## config.mk

```make
export PLATFORM = sky130hd
export DESIGN_NAME = divisor_tick_gen
export DESIGN_NICKNAME = d
export VERILOG_FILES = /design/src/rtl/divisor_tick_pkg.sv /design/src/rtl/divisor_tick_channel.sv /design/src/rtl/divisor_tick_gen.sv
export SDC_FILE = /design/constraint.sdc
export NUM_CORES = 1
export LEC_CHECK = 0
export BUFFER_PORTS_ARGS = -buffer_cell sky130_fd_sc_hd__buf_2
export CORE_MARGIN = 10
export CORE_UTILIZATION = 60
export DETAILED_ROUTE_END_ITERATION = 12
export PLACE_DENSITY = 0.78
export SLEW_MARGIN = 20
export SYNTH_ARGS = -nofsm -noshare
export SYNTH_HDL_FRONTEND = slang
export SYNTH_HIERARCHICAL = 1
export SYNTH_SLANG_ARGS = --single-unit
```

## constraint.sdc

```tcl
create_clock -name Clock -period 10.7 [get_ports Clock]
set_clock_uncertainty 0.1 [all_clocks]
set_input_delay 1.07 -clock Clock [delete_from_list [all_inputs] [get_ports Clock]]
set_output_delay 1.07 -clock Clock [all_outputs]
set_load 0.1 [all_outputs]
```

## src/rtl/divisor_tick_pkg.sv

```systemverilog
// divisor_tick_pkg: shared limits and divisor helpers for the tick generator.
package divisor_tick_pkg;
   localparam int unsigned MAX_CH = 16;
   localparam int unsigned DIV_W  = 32;
   function automatic logic [DIV_W-1:0] eff_div(input logic [DIV_W-1:0] d);
      return (d == '0) ? DIV_W'(1) : d;
   endfunction
endpackage

```

## src/rtl/divisor_tick_channel.sv

```systemverilog
// divisor_tick_channel: one channel's shadow/active divisor, down-counter, tick and wave.
// The wave toggle flop exists only when DIVISOR_TICK_WAVE_EN is defined.
module divisor_tick_channel import divisor_tick_pkg::*; #(
   parameter int unsigned       CNT_W       = 26,
   parameter logic [CNT_W-1:0]  DEFAULT_DIV = CNT_W'(25_000_000)
) (
   input  logic             clk_i,
   input  logic             rst_ni,
   input  logic             en_i,
   input  logic             clr_i,
   input  logic             we_i,
   input  logic [CNT_W-1:0] div_i,
   output logic             tick_o,
   output logic             wave_o
);
   localparam logic [CNT_W-1:0] RST_CNT = CNT_W'(eff_div(DIV_W'(DEFAULT_DIV)) - 1);
   logic [CNT_W-1:0] shadow_q, shadow_d, active_q, active_d, cnt_q, cnt_d, rld;
   logic             tick_q, tick_d, tc, reload, cnt_ok;
   always_comb begin
      tc       = en_i && !clr_i && (cnt_q == '0);
      reload   = clr_i || !en_i || (cnt_q == '0);
      rld      = CNT_W'(eff_div(DIV_W'(shadow_q)) - 1);
      shadow_d = we_i ? div_i : shadow_q;
      active_d = reload ? shadow_q : active_q;
      cnt_d    = reload ? rld : cnt_q - CNT_W'(1);
      tick_d   = tc;
   end
   always_ff @(posedge clk_i or negedge rst_ni) begin
      if (!rst_ni) begin
         shadow_q <= DEFAULT_DIV;
         active_q <= DEFAULT_DIV;
         cnt_q    <= RST_CNT;
         tick_q   <= 1'b0;
      end else begin
         shadow_q <= shadow_d;
         active_q <= active_d;
         cnt_q    <= cnt_d;
         tick_q   <= tick_d;
      end
   end
   assign tick_o = tick_q;
   // The counter always stays inside the period of the divisor it was loaded from.
   assign cnt_ok = DIV_W'(cnt_q) < eff_div(DIV_W'(active_q));
   a_cnt_in_period: assert property (@(posedge clk_i) disable iff (!rst_ni) cnt_ok);
`ifdef DIVISOR_TICK_WAVE_EN
   logic wave_q, wave_d;
   assign wave_d = (clr_i || !en_i) ? 1'b0 : wave_q ^ tc;
   always_ff @(posedge clk_i or negedge rst_ni) begin
      if (!rst_ni) wave_q <= 1'b0;
      else         wave_q <= wave_d;
   end
   assign wave_o = wave_q;
`else
   assign wave_o = 1'b0;
`endif
endmodule

```

## src/rtl/divisor_tick_gen.sv

```systemverilog
// divisor_tick_gen: multi-channel programmable clock-enable (tick/wave) generator.
// Define DIVISOR_TICK_WAVE_EN to build the 50 % duty wave outputs; otherwise wave_out is 0.
module divisor_tick_gen import divisor_tick_pkg::*; #(
   parameter int unsigned NUM_CH      = 4,
   parameter int unsigned CNT_W       = 26,
   parameter int unsigned DEFAULT_DIV = 25_000_000,
   localparam int unsigned CH_W       = (NUM_CH > 1) ? $clog2(NUM_CH) : 1
) (
   input  logic              Clock,
   input  logic              Reset_n,
   input  logic [NUM_CH-1:0] ch_en,
   input  logic              sync_clr,
   input  logic              cfg_we,
   input  logic [CH_W-1:0]   cfg_ch,
   input  logic [CNT_W-1:0]  cfg_div,
   output logic [NUM_CH-1:0] tick_out,
   output logic [NUM_CH-1:0] wave_out
);
   for (genvar i = 0; i < NUM_CH; i++) begin : g_ch
      // Out-of-range cfg_ch values match no channel and are dropped.
      divisor_tick_channel #(
         .CNT_W       (CNT_W),
         .DEFAULT_DIV (CNT_W'(DEFAULT_DIV))
      ) u_ch (
         .clk_i  (Clock),
         .rst_ni (Reset_n),
         .en_i   (ch_en[i]),
         .clr_i  (sync_clr),
         .we_i   (cfg_we && (cfg_ch == CH_W'(i))),
         .div_i  (cfg_div),
         .tick_o (tick_out[i]),
         .wave_o (wave_out[i])
      );
   end
endmodule
```

# Word level (Yosys, flattened, before mapping)
# Cells that the tools add are included.
[classes]
n_bitwise = 0
n_eq_ne = 3
addsub = 8
n_div = 0
shifts = 0
order_cmp = 0
reduce_logical = 34
n_mul = 0
n_mux = 8
[op_table]
columns = ["operator", "count"]
rows = [
  ["$logic_not 26->1", 8],
  ["$mux 26", 8],
  ["$sub 26x1->26 const B", 8],
  ["$logic_and 1x1->1", 12],
  ["$logic_or 1x1->1", 8],
  ["$logic_not 1->1", 5],
  ["$eq 2x2->1 const B", 2],
  ["$eq 2x1->1 const B", 1],
  ["$logic_not 2->1", 1],
]
[totals]
n_memories = 0
regBits = 212
ramBits = 0
in_bits = 36
mem_bits_ro = 0
latch_bits = 0

# Longest topological paths before layout
[logic_depth]
word_depth = 4
ltp_mapped = 12
mapped_depth_nobuf = 11

# Cells and area by module
# The synthesis kept the hierarchy.
[modules_own_cells]
columns = ["mod", "instances", "cells_each", "area_each_um2"]
rows = [
  ["divisor_tick_channel", 4, 286, 3101.7],
  ["divisor_tick_gen", 1, 4, 37.5],
]

# Worst setup path before layout
# OpenSTA, ideal clock, no wires.
[synth_path]
path_kind = "flip-flop to flip-flop"
startpoint = "reg g_ch[0].u_ch.cnt_q[19]"
endpoint = "reg g_ch[0].u_ch.cnt_q[14]"
required_time_ns = 10.525
arrival_time_ns = 3.612
setup_slack_ns = 6.913
path_stages_with_launch = 12
synth_period_minus_slack_ns = 3.787
setup_time_ns = 0.075
cell_sequence = "dfstp_2 -> or4_4 -> or4_4 -> o21ai_4 -> buf_6 -> o31ai_1 -> o22ai_2 -> ha_1 -> or4b_2 -> or4_1 -> xor2_1 -> mux2i_1"
[synth_via]
elab_chain_len = 3
[synth_rtl]
columns = ["element", "line_no", "rtl"]
rows = [
  ["start: declaration", "divisor_tick_channel.sv:17", "logic [CNT_W-1:0] shadow_q, shadow_d, active_q, active_d, cnt_q, cnt_d, rld;"],
  ["start signal: assignment", "divisor_tick_channel.sv:37", "cnt_q <= cnt_d;"],
  ["$logic_not 26->1", "divisor_tick_channel.sv:21", "reload = clr_i || !en_i || (cnt_q == '0);"],
  ["$logic_or 1x1->1", "divisor_tick_channel.sv:21", ""],
  ["$mux 26", "divisor_tick_channel.sv:25", "cnt_d = reload ? rld : cnt_q - CNT_W'(1);"],
  ["via g_ch[0].u_ch.cnt_d[14]", "divisor_tick_channel.sv:17", ""],
]
# The timed path passes the listed nets, and every way through them passes these cells.
# A chain may end at the register's enable or synchronous reset.

# Worst setup path in the final report
[layout_path]
startpoint = "reg g_ch[2].u_ch.cnt_q[17]"
endpoint = "reg g_ch[2].u_ch.cnt_q[20]"
[layout_via]
elab_chain_len = 3
[layout_rtl]
columns = ["element", "line_no"]
rows = [
  ["start: declaration", "divisor_tick_channel.sv:17"],
  ["start signal: assignment", "divisor_tick_channel.sv:37"],
  ["branches (longest 2 deep; another with $sub 26x1->26)", "-"],
  ["$mux 26 *", "divisor_tick_channel.sv:25"],
  ["via g_ch[2].u_ch.cnt_d[20]", "divisor_tick_channel.sv:17"],
]
# Mark *: on every way through the listed nets, which the timed path passes.

==> flow_summary.ini <==
[run_status]
status = completed

[sta]
grt_setup_unrepaired = false
worst_hold_slack_ns = 0.413
timing.slew.headroom_pct = 36.6
count_of_pins_over_their_slew_limit = 0
min_clock_period_post_route_ns = 4.53
fmaxAchievable_mhz = 221
finalCritPeriodShare_pct = 42.3
report.final.hold_viol_count = 0
setup_tns_ns = 0
setup_viol_count_final = 0
tightest_slew_ns = 0.942

[finish]
multi_input_comb_area_mm2 = 0.00670
fill_cells = 1604
synth_to_layout_area_growth_pct = 8.65
layoutNonFillerInstCount = 1459
layout.area.seq_mm2 = 0.00545
ratio_of_cells_with_drive_above_1_in_the_final_layout_pct = 30.9
number_of_diodes_added_for_antenna_fixing = 0
finalNetCount = 1212
utilization_pct = 66.6

[global_routing]
first_global_vias = 9410
global_route.peak_usage_layer = met2
grt_util_met1_pct = 30.7
grt_start_max_net_pins = 108
track_usage_pct = 22.2
grt_first_pass_wirelength_um = 49100
antenna_found_initial = 0
met2_track_utilization_from_global_routing_pct = 35.9
grt_overflow = 0
groute.layer.met3.usage_pct = 3.13

[critical_path]
worst_path_most_repeated_cell = sky130_fd_sc_hd__or4_4
critical_setup_path_class = register to register
crit_path_start_kind = register
cp_cell_sequence = or4_4 -> or4_4 -> o21ai_4 -> o31ai_1 -> o22ai_2 -> ha_1 -> nor4b_1 -> nand4_1 -> nor4_1 -> xnor2_1 -> mux2i_1
cpMaxStageDelayCell = sky130_fd_sc_hd__or4_4
setup.reg_to_reg.worst_slack_ns = 6.17
worstReg2RegStart = g_ch[2].u_ch/cnt_q[17]
nature_of_the_critical_path_endpoint = register
worst_r2r_endpoint = g_ch[2].u_ch/cnt_q[20]
crit_arrival_ns = 4.87
required_ns = 11.04
slowest_delay_ns = 0.59
reg2regPathDepth = 11
cp-startpoint = g_ch[2].u_ch/cnt_q[17]
critPathMaxFanout = 22

[clock_network]
clk_latency_ns = 0.52
cts-root-buf = sky130_fd_sc_hd__clkbuf_16
tritoncts_buffers = 23
clock_sink_count = 212
clockBufferDepth = 3
tritoncts_clock_tree = built
post_cts.resized_instances = 0
htreeDepth = 1
cts_setup_buffers = 0
post_cts_hold_buffer_count = 0
cts.clk_slew.worst_paths_ns = 0.06

[power]
powerDensity_mw_per_mm2 = 193
design_power_total_uw = 2610
power_leakage_uw = 0.00477
vdd.ir_drop.worst_uv = 137

[placement]
placement.io_buffers = 39
gp_congestion = 0.881
place.detailed.hpwl_um = 21000
post-place-cells = 1417

[floorplan]
dieArea_mm2 = 0.0269
floorplan.die.width_um = 164
core_mm2 = 0.0203
dieHeight_um = 164
rows = 52
initial_standard_cell_utilization_of_the_core_pct = 61.3
pin_count = 44

[synth]
synth.distinct_cells = 57
async_set_or_reset_flop_fraction_in_the_synthesized_netlist_pct = 100
post_synth_instance_area_mm2 = 0.0124
synth-edff-count = 0
ys_ff_latch = 212
synthMostInstantiatedCell = sky130_fd_sc_hd__dfstp_2
synth_area_leaders = sky130_fd_sc_hd__dfstp_2, sky130_fd_sc_hd__dfrtp_1, sky130_fd_sc_hd__mux2_2
synthCells = 1148
synth_nets = 1188
synthDominantCellAreaShare_pct = 24.5
yosys_most_used_dff = sky130_fd_sc_hd__dfstp_2
synth_seq_area_share_pct = 43.8
synth_warnings = 6
postSynthAreaPerCell_um2 = 10.8
dominant_cell_type_by_area_after_synthesis = sky130_fd_sc_hd__dfstp_2
netlist_top_cells_count = sky130_fd_sc_hd__dfstp_2, sky130_fd_sc_hd__mux2_2, sky130_fd_sc_hd__dfrtp_1, sky130_fd_sc_hd__xnor2_1, sky130_fd_sc_hd__nor3_1

[hold_path]
hold_start = g_ch[0].u_ch/shadow_q[0]
hold_depth = 1
worst_hold_path.endpoint = g_ch[0].u_ch/cnt_q[0]
worst_hold_path_class = register to register

[drt]
routed_wl_um = 30000
route.detailed.wl_per_inst_um = 20.6
avgViaCountPerCell = 6.49
final_antenna_net_count = 0
via_count = 9464
residual_drc = 0
detail_route.iter0.violations = 791
detailedRoute.firstPassIterationCount = 5

[run]
drv.max_cap_violation_count = 0
==> through the flow <==
stage,worst slack (ns),instance area [µm²]
finish,6.17,13500
global route,5.94,13500
CTS,6.28,13500
detailed placement,6.30,12800
global placement,6.43,12800
floorplan,6.91,12400
==> critical path: cells and delay by family, from the launching register on <==
kind	cells	cell delay, ns
mux	1	0.10
xor+xnor	1	0.17
fa+ha+maj	1	0.29
simple gates	5	2.44
compound gates	3	0.93
flops	1	0.40
==> layout by cell type (no fill, tap or decap), types with 5 or more instances in the layout <==
master	Yosys	layout
sky130_fd_sc_hd__a22oi_1	8	8
sky130_fd_sc_hd__nor3_1	72	72
sky130_fd_sc_hd__clkbuf_16	0	23
sky130_fd_sc_hd__and4_1	8	8
sky130_fd_sc_hd__nand4_1	12	12
sky130_fd_sc_hd__o31ai_1	8	8
sky130_fd_sc_hd__or3_1	32	32
sky130_fd_sc_hd__or2_2	8	8
sky130_fd_sc_hd__nand3_1	12	12
sky130_fd_sc_hd__nor4b_1	8	8
sky130_fd_sc_hd__buf_4	8	8
sky130_fd_sc_hd__buf_2	4	38
sky130_fd_sc_hd__or4_1	32	32
sky130_fd_sc_hd__dfrtp_1	96	96
sky130_fd_sc_hd__dfstp_2	116	116
sky130_fd_sc_hd__clkbuf_1	21	5
sky130_fd_sc_hd__o211ai_1	24	24
sky130_fd_sc_hd__or4b_2	8	8
sky130_fd_sc_hd__xnor2_1	88	88
sky130_fd_sc_hd__nand2_1	52	52
sky130_fd_sc_hd__o21ai_0	44	44
sky130_fd_sc_hd__a21oi_1	16	16
sky130_fd_sc_hd__nor2_1	60	60
sky130_fd_sc_hd__mux2i_1	44	44
sky130_fd_sc_hd__xor2_1	56	56
sky130_fd_sc_hd__clkinv_2	0	7
sky130_fd_sc_hd__mux2_2	100	100
sky130_fd_sc_hd__or4_4	12	12
sky130_fd_sc_hd__nor4_1	64	64
sky130_fd_sc_hd__o2111ai_1	12	12
sky130_fd_sc_hd__inv_1	8	8
==> flip-flops by register name, indices dropped and copies added, names as in the netlist <==
register	flops
g_ch.u_ch/tick_o	4
g_ch.u_ch/shadow_q	104
g_ch.u_ch/cnt_q	104
==> metal layers <==
| layer | vias up | share of wire, % |
|---|---|---|
| li1 | 4399 | - |
| met1 | 4730 | 45 |
| met2 | 288 | 47 |
| met3 | 47 | 6.0 |
| met4 | 0 | 2.2 |
| met5 | - | 0 |
==> cell type report <==
cell class | count | area share, %
clock buffers | 30 | 4.60
flip-flops and latches | 212 | 40.3
inverters | 8 | 0.222
multi-input cells | 880 | 49.5
clock inverters | 12 | 0.888
well taps | 270 | 2.50
repair buffers | 47 | 1.95
==> logic make-up after synthesis <==
kind of cell | synth area share (%)
AO/OA/AOI/OAI | 10.1
XOR/XNOR | 10.1
adder cells (fa/ha/maj) | 0.402
multiplexers | 12.6
AND/OR/NAND/NOR | 20.5
other | 0.121
buffers and inverters | 2.45
flip-flops | 43.8
==> power by group <==
group / switching (µW) / internal (µW) / total [µW] / leakage, µW
Sequential: 246 / 1050 / 1300 / 0.00237
Clock: 330 / 460 / 789 / 0.000368
Combinational: 273 / 252 / 525 / 0.00203
==> worst max path at each step <==
stage	endpoint	cells past startpoint
3_5_place_dp	g_ch[3].u_ch/cnt_q[22]	11
3_3_place_gp	g_ch[2].u_ch/cnt_q[20]	11
5_1_grt	g_ch[0].u_ch/cnt_q[24]	11
6_report	g_ch[2].u_ch/cnt_q[20]	11
4_1_cts	g_ch[3].u_ch/cnt_q[22]	11
2_1_floorplan	g_ch[0].u_ch/cnt_q[14]	11
(Power assumes the default switching activity.)
